==> src/rtl/img_highlight_ctrl.sv <==
// Frame-synchronous highlight controller for the VGA image overlay.
// Key events are captured at any time; highlights change only once per frame at the update position.
module img_highlight_ctrl #(
   parameter int HOLD_FRAMES = 8,
   parameter int CNT_W       = 4,
   parameter int UPDATE_LINE = 480
) (
   input  logic       clk,
   input  logic       reset,
   input  logic       key_valid,
   input  logic [3:0] key_code,
   input  logic       key_release,
   input  logic [9:0] pixel_x,
   input  logic [9:0] pixel_y,
   output logic       aI,
   output logic       bI,
   output logic       cI,
   output logic       dI,
   output logic       upI,
   output logic       downI,
   output logic       leftI,
   output logic       rightI,
   output logic       frame_tick
);

   typedef enum logic [2:0] {
      OWN_NONE  = 3'd0,
      OWN_UP    = 3'd1,
      OWN_DOWN  = 3'd2,
      OWN_LEFT  = 3'd3,
      OWN_RIGHT = 3'd4
   } owner_e;

   localparam logic [CNT_W-1:0] HOLD = CNT_W'(HOLD_FRAMES);

   logic                  upd, tick;
   logic                  upd_q;
   logic                  frame_tick_q, frame_tick_d;
   logic [7:0]            pressed_q, pressed_d;
   logic [3:0]            pending_q, pending_d;
   logic [3:0]            lout_q, lout_d;
   logic [3:0][CNT_W-1:0] cnt_q, cnt_d;
   logic [CNT_W-1:0]      acnt_q, acnt_d;
   owner_e                owner_q, owner_d;
   owner_e                apend_q, apend_d;
   logic [3:0]            own_code;

   assign upd      = (pixel_y == 10'(UPDATE_LINE)) && (pixel_x == 10'd0);
   assign tick     = upd & ~upd_q;
   // Owner encoding is offset by 3 from the arrow key codes (UP=1 <-> code 4).
   assign own_code = 4'(owner_q) + 4'd3;

   always_comb begin
      pressed_d    = pressed_q;
      pending_d    = pending_q;
      lout_d       = lout_q;
      cnt_d        = cnt_q;
      acnt_d       = acnt_q;
      owner_d      = owner_q;
      apend_d      = apend_q;
      frame_tick_d = tick;

      if (tick) begin
         pending_d = '0;
         apend_d   = OWN_NONE;
         for (int k = 0; k < 4; k++) begin
            if (pressed_q[k] | pending_q[k]) begin
               cnt_d[k]  = HOLD;
               lout_d[k] = 1'b1;
            end else if (cnt_q[k] != '0) begin
               cnt_d[k]  = cnt_q[k] - 1'b1;
               lout_d[k] = (cnt_q[k] != CNT_W'(1));
            end else begin
               lout_d[k] = 1'b0;
            end
         end
         if (apend_q != OWN_NONE) begin
            owner_d = apend_q;
            acnt_d  = HOLD;
         end else if (owner_q != OWN_NONE && pressed_q[own_code[2:0]]) begin
            acnt_d = HOLD;
         end else if (acnt_q != '0) begin
            acnt_d = acnt_q - 1'b1;
            if (acnt_q == CNT_W'(1)) owner_d = OWN_NONE;
         end
      end

      // Applied after the tick clear so a same-cycle event lands in the next frame.
      if (key_valid && !key_code[3]) begin
         if (key_release) begin
            pressed_d[key_code[2:0]] = 1'b0;
         end else begin
            pressed_d[key_code[2:0]] = 1'b1;
            if (!key_code[2]) pending_d[key_code[1:0]] = 1'b1;
            else              apend_d = owner_e'(key_code[2:0] - 3'd3);
         end
      end
   end

   always_ff @(posedge clk or negedge reset) begin
      if (!reset) begin
         upd_q        <= 1'b1;
         frame_tick_q <= 1'b0;
         pressed_q    <= '0;
         pending_q    <= '0;
         lout_q       <= '0;
         cnt_q        <= '0;
         acnt_q       <= '0;
         owner_q      <= OWN_NONE;
         apend_q      <= OWN_NONE;
      end else begin
         upd_q        <= upd;
         frame_tick_q <= frame_tick_d;
         pressed_q    <= pressed_d;
         pending_q    <= pending_d;
         lout_q       <= lout_d;
         cnt_q        <= cnt_d;
         acnt_q       <= acnt_d;
         owner_q      <= owner_d;
         apend_q      <= apend_d;
      end
   end

   assign {dI, cI, bI, aI} = lout_q;
   assign upI        = (owner_q == OWN_UP);
   assign downI      = (owner_q == OWN_DOWN);
   assign leftI      = (owner_q == OWN_LEFT);
   assign rightI     = (owner_q == OWN_RIGHT);
   assign frame_tick = frame_tick_q;

endmodule

==> config.mk <==
export PLATFORM = sky130hd
export DESIGN_NAME = img_highlight_ctrl
export DESIGN_NICKNAME = d
export VERILOG_FILES = /design/src/rtl/img_highlight_ctrl.sv
export SDC_FILE = /design/constraint.sdc
export NUM_CORES = 1
export LEC_CHECK = 0
export CAP_MARGIN = 20
export CORE_MARGIN = 8
export CORE_UTILIZATION = 54
export DETAILED_ROUTE_END_ITERATION = 10
export HOLD_SLACK_MARGIN = 0.08
export PLACE_DENSITY_LB_ADDON = 0.12
export SYNTH_ARGS = -nofsm -noshare
export SYNTH_HDL_FRONTEND = slang
export SYNTH_SLANG_ARGS = --single-unit
==> constraint.sdc <==
create_clock -name clk -period 2.4 [get_ports clk]
set_input_delay 0.36 -clock clk [delete_from_list [all_inputs] [get_ports clk]]
set_output_delay 0.36 -clock clk [all_outputs]
set_load 0.02 [all_outputs]
==> results.toml <==
[min_path]
worstHoldStart = "lout_q[3]$_DFFE_PN0P_"
min_path_type = "reg -> reg"

[global_routing]
antenna_found_initial = 0
use_met3 = 0.0368
grt_pass1_wl_um = 9200
grt.overflow.total = 0
top_usage_layer = "met2"
first_global_vias = 1981
grtUsageTotal = 0.156
use_met1 = 0.203
use_met2 = 0.249
grt_max_degree = 20

[yosys]
synth.distinct_cells = 41
avgSynthCellArea_um2 = 10.0
synthArstFlopShare = 1.00
yosysWarningCount = 0
synthFlopType = "dfrtp_1"
syn_area_um2 = 2510
yosysSeqAreaShare = 0.439
synth_edf_count = 0
syn_inst = 250
synth_seq_cells = 44
syn-num-nets = 297

[floorplan]
die_area_um2 = 7080
core-area_um2 = 4600
die_w_um = 84.2
die_y_um = 84.2
fp-row-count = 25
start_util = 0.546
io_pins = 37

[layout]
stdcell_area_um2 = 3060
stdcell_count = 347
drive_gt1_frac = 0.123
antenna_cells = 0
nNetsFinal = 340
areaGrowthSynthToFinish_pct = 21.9

[timing]
timing.final.hold_violations = 0
final_max_slew_viol_count = 0
max_freq_ghz = 0.459
tightest_slew_ns = 0.499
setup_viol = 0
tns_ns = 0
grt_setup_unrepaired = "false"
fin_crit_ns = 2.18
fin_ws_ns = 0.223
worst_slew_margin_rel = 0.664
min_period_over_period = 0.907
clock_skew_ns = 0.00557

[power]
p_per_area_nw_per_um2 = 496
ir_drop_v = 0.000272
p_leak_nw = 1.36

[clock_tree]
cts.clk_slew.worst_paths_ns = 0.08
cts_made_buffers = 5
htreeDepth = 2
cts_sinks = 44
cts-root-buf = "clkbuf_8"
cts_tree = "built"
clk_latency_ns = 0.29
clock_path_buffers = 2

[detailed_routing]
num_vias = 1992
drt-initial-drc-count = 85
dr.pass1.iters = 4
wl_per_cell_um = 15.0
drc = 0
routed_via_density = 5.74
drt_wl_total_um = 5210
antenna_left = 0

[placed_design]
dp.cells = 339
gp_congestion = 0.768
numPortBuffers = 36
placed_cell_area_um2 = 2970
place_hpwl_um = 4070
dp_slack_ns = -0.0302

[outcome]
status = "completed"

[worst_setup_path]
r2r-start = "owner_q[1]$_DFFE_PN0P_"
cp-startpoint = "owner_q[1]$_DFFE_PN0P_"
crit_path_end_kind = "register"
path_max_fanout = 6
setup.worst_path.class = "reg -> reg"
crit_path_start_kind = "register"
cp.arrival_ns = 2.41
crit_required_ns = 2.64

[flow_run]
maxCapViolCount = 0
Yosys cell counts, types with 3 or more instances:
cell type,n,area share
o21ai_0,21,0.042
a21oi_2,3,0.010
nor3_1,15,0.030
mux2_2,6,0.027
a22o_1,7,0.024
or2_2,3,0.0075
nor4b_1,3,0.010
a21o_1,4,0.012
o21a_1,3,0.0090
nand3b_1,4,0.012
nor2_1,15,0.022
nor4_1,6,0.015
inv_1,15,0.022
o31ai_1,9,0.027
nand2_1,11,0.016
or3_1,5,0.012
nand3_1,10,0.020
nand2b_1,3,0.0075
clkbuf_1,7,0.010
o41ai_1,3,0.010
dfrtp_1,43,0.43
o21ai_1,3,0.0060
nor2b_1,6,0.015
o211ai_1,3,0.0090
ha_1,19,0.095
cells in the final DEF, fill, tap and decap left out, types with 6 or more instances in the layout:
master,count
nor2_1,15
dfrtp_1,43
nor3_1,15
mux2_2,6
nor2b_1,6
a22o_1,7
nor4_1,6
o21ai_0,21
nand2_1,11
inv_1,15
buf_4,8
nand3_1,10
ha_1,19
o31ai_1,9
clkdlybuf4s50_1,35
layout make-up:
class                   instances  area, µm²
well taps                      54       67.6
flip-flops and latches         44       1100
multi-input cells             179       1280
fillers                       364       1540
clock buffers                   6       72.6
repair buffers                 47        465
clock inverters                 1       5.00
inverters                      16       60.1
critical path: stages (launching register included):
cell and delay, ns:
dfrtp_1 0.37, inv_1 0.08, ha_1 0.33, mux4_2 0.49, o21ai_0 0.12, nand3_1 0.23, o21ai_0 0.33, a21o_1 0.17
logic make-up after synthesis:
| family | count (synthesis) | share of synthesized area |
|---|---|---|
| AND/OR/NAND/NOR | 89 | 0.198 |
| AO/OA/AOI/OAI | 61 | 0.167 |
| flip-flops | 44 | 0.439 |
| buffers and inverters | 27 | 0.0484 |
| adder cells (fa/ha/maj) | 19 | 0.0948 |
| multiplexers | 10 | 0.0529 |
timing repair:
item,in CTS,in global routing
hold endpoints to repair,16,0
buffers inserted,0,0
hold buffers,1,0
resized for setup,0,0
path summary, 6_finish.rpt:
| kind | to | slack, ns | cells after the start |
|---|---|---|---|
| setup / recovery | acnt_q[0]$_DFFE_PN0P_ | 0.22 | 7 |
| max in group asynchronous | upd_q$_DFF_PN1_ | 1.29 | 3 |
| hold / removal | lout_q[3]$_DFFE_PN0P_ | 0.48 | 1 |
| hold reg to reg | lout_q[3]$_DFFE_PN0P_ | 0.48 | 1 |
| setup reg to reg | acnt_q[0]$_DFFE_PN0P_ | 0.22 | 7 |
| min in group asynchronous | cnt_q[14]$_DFFE_PN0P_ | 0.51 | 2 |
per-layer routing:
metal,up-vias,wire length [µm]
li1,998,-
met1,952,2500
met2,35,2470
met3,7,170
met4,0,78
met5,-,0
per-stage QoR:
| stage | total power [W] | hold slack (ns) | utilization |
|---|---|---|---|
| 3_3_place_gp | 0.00108 | 0.307 | 0.646 |
| 4_1_cts | 0.00153 | 0.489 | 0.665 |
| 2_1_floorplan | 0.000981 | 0.0644 | - |
| 3_5_place_dp | 0.00109 | 0.312 | 0.646 |
| 6_report | 0.00152 | 0.485 | 0.665 |
| 5_1_grt | 0.00159 | 0.513 | 0.665 |
where the power goes:
part | leakage, nW | switching [W] | total [W] | internal [W]
logic | 0.741 | 0.000115 | 0.000232 | 0.000117
clock network | 0.0410 | 0.000242 | 0.000440 | 0.000198
registers | 0.580 | 0.0000505 | 0.000843 | 0.000793
total | 1.36 | 0.000407 | 0.00152 | 0.00111
No activity file was read; power rests on OpenSTA's default activity.
